**src/rtl/sce_pcr_seq.sv**
```systemverilog
// ---------------------------------------------------------------------------
// sce_pcr_seq
// Power/clock/reset sequencer for the SCE datapath. Runs a four-phase
// power request/acknowledge handshake with the top-level power manager,
// enables the per-channel gated clocks, releases the per-channel resets
// one enabled channel at a time, and generates per-channel soft reset
// pulses while the block is powered.
//
// Ports
//   i_clk        : single clock
//   i_rst        : asynchronous active-high reset
//   i_pwr_req    : power request level (1 = up, 0 = down)
//   o_pwr_ack    : handshake acknowledge
//   i_ch_en      : channel enable mask, latched when leaving OFF
//   i_srst_req   : per-channel soft reset request, honoured in ON only
//   o_ch_cgen    : per-channel clock-gate enable
//   o_ch_rstn    : per-channel reset, active-low
//   o_busy       : sequencing in progress (CLK_ON, RELEASE, CLK_OFF)
//   o_state      : OFF=0, CLK_ON=1, RELEASE=2, ON=3, CLK_OFF=4
// ---------------------------------------------------------------------------
module sce_pcr_seq #(
    parameter int N_CH       = 4,
    parameter int CLK_SETTLE = 4,
    parameter int STAGGER    = 2,
    parameter int SRST_CYC   = 3
) (
    input  logic            i_clk,
    input  logic            i_rst,
    input  logic            i_pwr_req,
    output logic            o_pwr_ack,
    input  logic [N_CH-1:0] i_ch_en,
    input  logic [N_CH-1:0] i_srst_req,
    output logic [N_CH-1:0] o_ch_cgen,
    output logic [N_CH-1:0] o_ch_rstn,
    output logic            o_busy,
    output logic [2:0]      o_state
);

    localparam int CNT_MAX_A = (CLK_SETTLE > STAGGER) ? CLK_SETTLE : STAGGER;
    localparam int CNT_MAX   = (CNT_MAX_A > SRST_CYC) ? CNT_MAX_A : SRST_CYC;
    localparam int CW        = $clog2(CNT_MAX + 1);

    // Phase counters are loaded with (length - 1) because the loading edge
    // itself is the first edge of the phase; soft-reset timers are loaded
    // with the full length and release the channel as they reach zero.
    localparam logic [CW-1:0] SETTLE_LD  = CW'(CLK_SETTLE - 1);
    localparam logic [CW-1:0] STAGGER_LD = CW'(STAGGER - 1);
    localparam logic [CW-1:0] SRST_LD    = CW'(SRST_CYC);
    localparam logic [CW-1:0] CNT_ONE    = CW'(1);

    typedef enum logic [2:0] {
        ST_OFF     = 3'd0,
        ST_CLK_ON  = 3'd1,
        ST_RELEASE = 3'd2,
        ST_ON      = 3'd3,
        ST_CLK_OFF = 3'd4
    } state_t;

    state_t          r_state;
    logic [CW-1:0]   r_cnt;
    logic [N_CH-1:0] r_mask;
    logic [N_CH-1:0] r_cgen;
    logic [N_CH-1:0] r_rstn;
    logic            r_ack;
    logic            r_busy;
    logic [CW-1:0]   r_timer [N_CH];

    state_t          w_state_nxt;
    logic [CW-1:0]   w_cnt_nxt;
    logic [N_CH-1:0] w_mask_nxt;
    logic [N_CH-1:0] w_cgen_nxt;
    logic [N_CH-1:0] w_rstn_nxt;
    logic            w_ack_nxt;
    logic            w_busy_nxt;
    logic [CW-1:0]   w_timer_nxt [N_CH];

    // Enabled channels still held in reset; during power-up nothing else
    // drives CH_RSTN, so these are exactly the channels left to release.
    logic [N_CH-1:0] w_pending;
    logic [N_CH-1:0] w_first;

    assign w_pending = r_mask & ~r_rstn;
    // Two's-complement trick isolates the lowest set bit: the next channel
    // in ascending order, skipping disabled channels in zero cycles.
    assign w_first   = w_pending & (~w_pending + N_CH'(1));

    always_comb begin
        // NOTE: every combinational output gets a default before the case
        // statement so no path leaves a signal unassigned (no latches).
        w_state_nxt = r_state;
        w_cnt_nxt   = r_cnt;
        w_mask_nxt  = r_mask;
        w_cgen_nxt  = r_cgen;
        w_rstn_nxt  = r_rstn;
        w_ack_nxt   = r_ack;
        for (int i = 0; i < N_CH; i++) begin
            w_timer_nxt[i] = r_timer[i];
        end

        case (r_state)
            ST_OFF: begin
                if (i_pwr_req) begin
                    w_mask_nxt  = i_ch_en;
                    w_cgen_nxt  = i_ch_en;
                    w_cnt_nxt   = SETTLE_LD;
                    w_state_nxt = ST_CLK_ON;
                end
            end

            // CLK_ON and RELEASE share the tail: when the counter expires,
            // either release the next pending channel or, with none left,
            // complete the handshake. An all-zero mask therefore goes
            // straight from CLK_ON to ON.
            ST_CLK_ON, ST_RELEASE: begin
                if (r_cnt != '0) begin
                    w_cnt_nxt = r_cnt - CNT_ONE;
                end else if (w_pending == '0) begin
                    w_ack_nxt   = 1'b1;
                    w_state_nxt = ST_ON;
                end else begin
                    w_rstn_nxt  = r_rstn | w_first;
                    w_cnt_nxt   = STAGGER_LD;
                    w_state_nxt = ST_RELEASE;
                end
            end

            ST_ON: begin
                if (!i_pwr_req) begin
                    // Power-down wins over any soft request on this edge.
                    w_rstn_nxt  = '0;
                    w_cnt_nxt   = SETTLE_LD;
                    w_state_nxt = ST_CLK_OFF;
                    for (int i = 0; i < N_CH; i++) begin
                        w_timer_nxt[i] = '0;
                    end
                end else begin
                    for (int i = 0; i < N_CH; i++) begin
                        if (r_mask[i] && i_srst_req[i]) begin
                            // A repeat request simply reloads the timer.
                            w_rstn_nxt[i]  = 1'b0;
                            w_timer_nxt[i] = SRST_LD;
                        end else if (r_timer[i] != '0) begin
                            w_timer_nxt[i] = r_timer[i] - CNT_ONE;
                            if (r_timer[i] == CNT_ONE) begin
                                w_rstn_nxt[i] = 1'b1;
                            end
                        end
                    end
                end
            end

            ST_CLK_OFF: begin
                if (r_cnt != '0) begin
                    w_cnt_nxt = r_cnt - CNT_ONE;
                end else begin
                    w_cgen_nxt  = '0;
                    w_ack_nxt   = 1'b0;
                    w_state_nxt = ST_OFF;
                end
            end

            default: begin
                w_state_nxt = ST_OFF;
            end
        endcase

        w_busy_nxt = (w_state_nxt == ST_CLK_ON)  ||
                     (w_state_nxt == ST_RELEASE) ||
                     (w_state_nxt == ST_CLK_OFF);
    end

    always_ff @(posedge i_clk or posedge i_rst) begin
        if (i_rst) begin
            r_state <= ST_OFF;
            r_cnt   <= '0;
            r_mask  <= '0;
            r_cgen  <= '0;
            r_rstn  <= '0;
            r_ack   <= 1'b0;
            r_busy  <= 1'b0;
            // NOTE: the timer array is reset element by element; it is a
            // handful of flops, and a stale timer after reset would release
            // a channel that should be held.
            for (int i = 0; i < N_CH; i++) begin
                r_timer[i] <= '0;
            end
        end else begin
            // NOTE: sequential state uses non-blocking assignments so every
            // register samples the values from before this edge.
            r_state <= w_state_nxt;
            r_cnt   <= w_cnt_nxt;
            r_mask  <= w_mask_nxt;
            r_cgen  <= w_cgen_nxt;
            r_rstn  <= w_rstn_nxt;
            r_ack   <= w_ack_nxt;
            r_busy  <= w_busy_nxt;
            for (int i = 0; i < N_CH; i++) begin
                r_timer[i] <= w_timer_nxt[i];
            end
        end
    end

    assign o_state   = r_state;
    assign o_pwr_ack = r_ack;
    assign o_ch_cgen = r_cgen;
    assign o_ch_rstn = r_rstn;
    assign o_busy    = r_busy;

endmodule
```
**config.mk**
```make
export PLATFORM = sky130hd
export DESIGN_NAME = sce_pcr_seq
export DESIGN_NICKNAME = d
export VERILOG_FILES = /design/src/rtl/sce_pcr_seq.sv
export SDC_FILE = /design/constraint.sdc
export NUM_CORES = 1
export LEC_CHECK = 0
export CORE_UTILIZATION = 50
export CTS_CLUSTER_SIZE = 25
export DETAILED_ROUTE_END_ITERATION = 6
export PLACE_DENSITY = 0.79
export SLEW_MARGIN = 0
export SYNTH_ARGS = -nofsm -noshare
export SYNTH_HDL_FRONTEND = slang
export SYNTH_SLANG_ARGS = --single-unit
export TNS_END_PERCENT = 30
```
**constraint.sdc**
```tcl
create_clock -name i_clk -period 1.85 [get_ports i_clk]
set_input_delay 0.37 -clock i_clk [delete_from_list [all_inputs] [get_ports i_clk]]
set_output_delay 0.37 -clock i_clk [all_outputs]
set_load 0.01 [all_outputs]
```
# [Yosys cells after proc, flatten, opt, wreduce, memory -nomap -nowiden]
# Cells that the tools add are included.
[classes] n_addsub=6 eq_ne=31 mux=44 bitwise_logic=5 reduce_logical=30
[op_table] op="two-way mux 3 bit" n=17
[op_table] op="inequality test 4 bit, second input constant" n=8
[op_table] op="AND reduction 5 bit" n=5
[op_table] op="case mux 3 bit (4 select lines)" n=2
[op_table] op="two-way mux 4 bit" n=5
[op_table] op="equality test 3 x 1 -> 1 bit, second input constant" n=6
[op_table] op="two-way mux 1 bit" n=16
[op_table] op="case mux 4 bit (2 select lines)" n=2
[op_table] op="nonzero test 3 bit" n=5
[op_table] op="subtractor 3 x 1 -> 3 bit, second input constant" n=5
[op_table] op="inequality test 2 bit, second input constant" n=7
[op_table] op="two-way mux 12 bit" n=1
[op_table] op="inequality test 3 x 1 -> 1 bit, second input constant" n=4
[op_table] op="AND reduction 2 bit" n=5
[op_table] op="equality test 3 x 2 -> 1 bit, second input constant" n=3
[op_table] op="bitwise AND 4 bit" n=2
[op_table] op="inverter 4 bit" n=2
[op_table] op="equality test 3 bit, second input constant" n=2
[op_table] op="nonzero test 2 bit" n=3
[op_table] op="adder 4 x 1 -> 4 bit, second input constant" n=1
[op_table] op="logical AND 1 bit" n=4
[op_table] op="zero test 4 bit" n=1
[op_table] op="bitwise OR 4 bit" n=1
[op_table] op="AND reduction 4 bit" n=1
[op_table] op="other kinds (7)" n=8
[word_totals] register_bits=32 wordCells=130

# [Logic depth before layout (Yosys ltp)]
[logic_depth] depth_word=9 ltp_mapped=9 mapped_depth_nobuf=8

# [Worst setup path after synthesis]
# Ideal clock, no wire load.
[synth_path] path_kind="register to register" startpoint="reg r_cnt[0]" endpoint="reg r_cnt[2]" arrival_ns=1.873 path_slack_ns=-0.149 stages_incl_launch_ff=10 n_path_buf=1 period_less_slack_ns=1.999 path_cell_list="dfrtp_1 > inv_1 > ha_1 > nor2b_1 > buf_4 > o21ai_0 > o21ai_0 > o21ai_2 > mux2i_2 > mux2_4"
[synth_between] elab_chain_len=3
[synth_lines] item="from (decl)" line_no="60" text="logic [CW-1:0] r_cnt;"
[synth_lines] item="from (signal assigned)" line_no="191" text="r_cnt <= w_cnt_nxt;"
[synth_lines] item="subtractor 3 x 1 -> 3 bit / nonzero test 3 bit (equally long branches)"
[synth_lines] item="two-way mux 3 bit (tied with other cells)" line_no="153" text="if (r_cnt != '0) begin"
[synth_lines] item="case mux 3 bit (4 select lines) / AND reduction 5 bit (equally long branches)"
# Parallel ways exist; a longest one is shown, timed or not. The select of a mux whose other input is x is not followed.
# A chain may end at the register's enable or synchronous reset.

# [Worst setup path in the final report]
[layout_path] startpoint="reg r_mask[0]" endpoint="reg r_cnt[2]"
[layout_between] elab_chain_len=4
[layout_lines] item="from (decl)" line_no="61" text="logic [N_CH-1:0] r_mask;"
[layout_lines] item="from (signal assigned)" line_no="192" text="r_mask <= w_mask_nxt;"
[layout_lines] item="bitwise AND 4 bit" line_no="82" text="assign w_pending = r_mask & ~r_rstn;"
[layout_lines] item="zero test 4 bit" line_no="117" text="end else if (w_pending == '0) begin"
[layout_lines] item="inequality test 3 bit (no source line)"
[layout_lines] item="AND reduction 5 bit (no source line)"
# No other way between the ends.

==> flow_metrics.tcl <==
set metrics [dict create \
    cp_max_fo 2 \
    ir_drop_uv 901 \
    die_x_um 64.3 \
    drc 0 \
    num_rows 22 \
    numPortBuffers 23 \
    dp_slack_ns -0.222 \
    cts_tree "built" \
    die_y_um 64.3 \
    post-route-util_pct 67.9 \
    yosysSeqAreaShare_pct 41.2 \
    fin_crit_sh_pct 98.2 \
    r2r_slack_ns 0.03 \
    rsz0062_at_grt "true" \
    yosys.cell_types.count 42 \
    hold_path_class "in -> async" \
    first_global_vias 1710 \
    synth_edf_count 0 \
    min_period_ns 1.82 \
    grt_max_degree 33 \
    syn-num-nets 239 \
    power_uw 4430 \
    numClockSinks 32 \
    hold_viol 0 \
    yosys-top-cells-count "32 x dfrtp_1, 30 x nor2_1, 28 x nand2_1" \
    gr-total-overflow 0 \
    setup_ws_ns 0.0331 \
    setup_viol 0 \
    synth_flop_cell "dfrtp_1" \
    max_clock_freq_mhz 550 \
    status "complete, no violations" \
    avgSynthCellArea_um2 9.08 \
    clk_latency_ns 0.29 \
    core-area_mm2 0.00369 \
    dieArea_mm2 0.00414 \
    cts_buffers 5 \
    clkTransAtPathRegs_ns 0.07 \
    cp-start-kind "flop" \
    slew_headroom_pct 71.9 \
    synth_most_common_cell "dfrtp_1" \
    cts_buffer_depth 2 \
    p_leak_uw 0.00120 \
    fin_nets 289 \
    gp_congestion 0.899 \
    layout-drive-gt1-share_pct 21.2 \
    drv_cap 0 \
    setup_tns_ns 0 \
    io_pins 24 \
    yosysWarningCount 0 \
    path_class "reg -> reg" \
    synth_top_cell_by_area "dfrtp_1" \
    timing.rr.end "r_cnt[2]" \
    synthArstFlopShare_pct 100 \
    rr_worst_depth 6 \
    grt_pass1_wl_um 7400 \
    ant_nets 0 \
    arrival_ns 1.99 \
    first_iter_violations 88 \
    synthTopCellsByArea "dfrtp_1 41%, ha_1 9.0%, a21oi_1 6.7%" \
    ys_ff_latch 32 \
    synth_top_area_share_pct 41.2 \
    end_kind "flop" \
    worstMarginPinSlew_ns 0.421 \
    drt_pass1_iterations 4 \
    syn_to_final_growth_pct 28.9 \
    hold_ws_ns 0.469 \
    antenna_found_initial 0 \
    via_count 1658 \
    wire_per_inst_um 13.3 \
    htree_num_levels 2 \
    powerDensity_mw_per_mm2 1770 \
    synthesis.area_mm2 0.00194 \
    hpwl_um 3100 \
    syn-instance-count 214 \
    r2r-start "r_mask[0]" \
    start_util_pct 52.7 \
    clock_tree.root_cell "clkbuf_8" \
    grt.total_usage_pct 23.1 \
    antenna_cells 0 \
    fin_skew_ns 0.00516 \
    drt_wl_total_um 4150 \
    via_per_inst 5.31 \
    drv_slew 0 \
    worstPathRequired_ns 2.02 \
]
[critical path, cell delays in order (launching register included)]
cell	delay, ns
dfrtp_1	0.38
nor2b_4	0.14
a2111oi_4	0.34
nand3_1	0.14
o21ai_2	0.10
mux2i_2	0.28
mux2_4	0.32
[how the worst max path moves through the flow]
stage,from,endpoint,slack (ns),depth (start not counted)
after floorplan,r_cnt[0],r_cnt[2],-0.12,9
after global placement,i_pwr_req,r_cnt[2],-0.19,7
after detailed placement,i_pwr_req,r_cnt[2],-0.22,7
after CTS,o_state[1],o_state[1],0.006,1
after global routing,r_mask[1],r_cnt[2],-0.09,6
final,r_mask[0],r_cnt[2],0.03,6
[per-layer routing]
| metal | global-route usage [%] | wire length, um | vias up |
|---|---|---|---|
| li1 | - | - | 824 |
| met1 | 28.4 | 1880 | 799 |
| met2 | 38.9 | 2090 | 25 |
| met3 | 4.29 | 106 | 10 |
| met4 | 10.8 | 79 | 0 |
| met5 | 0 | 0 | - |
[logic make-up (layout without fill, tap and decap cells)]
kind of cell    count (synthesis)  after routing  share of synthesized area (%)
compound gates                 56             56                           19.1
xor+xnor                        2              2                          0.902
fa+ha+maj                      14             14                           9.01
buf+inv                        22             72                           5.67
flops                          32             32                           41.2
mux                             7              7                           4.31
simple gates                   81             81                           19.8
[repair_timing]
action                                  in CTS  in global routing
gates resized for setup                      4                  4
endpoints found under the setup margin       5                  7
hold buffers                                 0                  0
pin swaps                                    0                  1
buffers inserted                             0                  0
[area by class of cell]
type | count | area, um2
tap | 48 | 60.1
sequential | 32 | 805
clock buffer | 7 | 96.3
inverter | 14 | 52.6
fill | 314 | 1180
multi-input combinational | 160 | 1050
timing repair buffer | 51 | 443
[registers in the layout (all words and copies together) (netlist names)]
name / flops
r_timer: 12
o_ch_cgen: 4
o_ch_rstn: 4
r_mask: 4
o_state: 3
r_cnt: 3
o_busy: 1
o_pwr_ack: 1
[stage by stage]
stage          instance area [um2]  cells
2_1_floorplan                 1950    214
3_3_place_gp                  2390    305
3_5_place_dp                  2390    305
4_1_cts                       2490    312
5_1_grt                       2500    312
6_report                      2500    312
[cell usage in the layout, fill, tap and decap left out, drive strengths merged]
cell / instances
a211oi: 1
mux2: 5
and2b: 2
a21o: 2
a31oi: 1
dlymetal6s2s: 1
xnor2: 2
a22o: 6
nand3: 2
nor3: 2
nand2: 29
a311oi: 1
nor2b: 6
a2111oi: 2
nand4: 3
mux2i: 2
inv: 14
nor2: 31
dfrtp: 32
o22a: 1
and2: 1
nor4b: 2
or2: 1
o21ai: 13
clkdlybuf4s50: 22
a21oi: 27
nand2b: 2
buf: 28
clkbuf: 7
o22ai: 1
o21a: 1
ha: 14
[power by group]
group | leakage [uW] | switching, uW | internal, uW
clock network | 0.0000503 | 263 | 331
registers | 0.000384 | 257 | 1020
logic | 0.000761 | 1240 | 1320
total | 0.00120 | 1760 | 2680
Power figures use the tool's default switching activity.
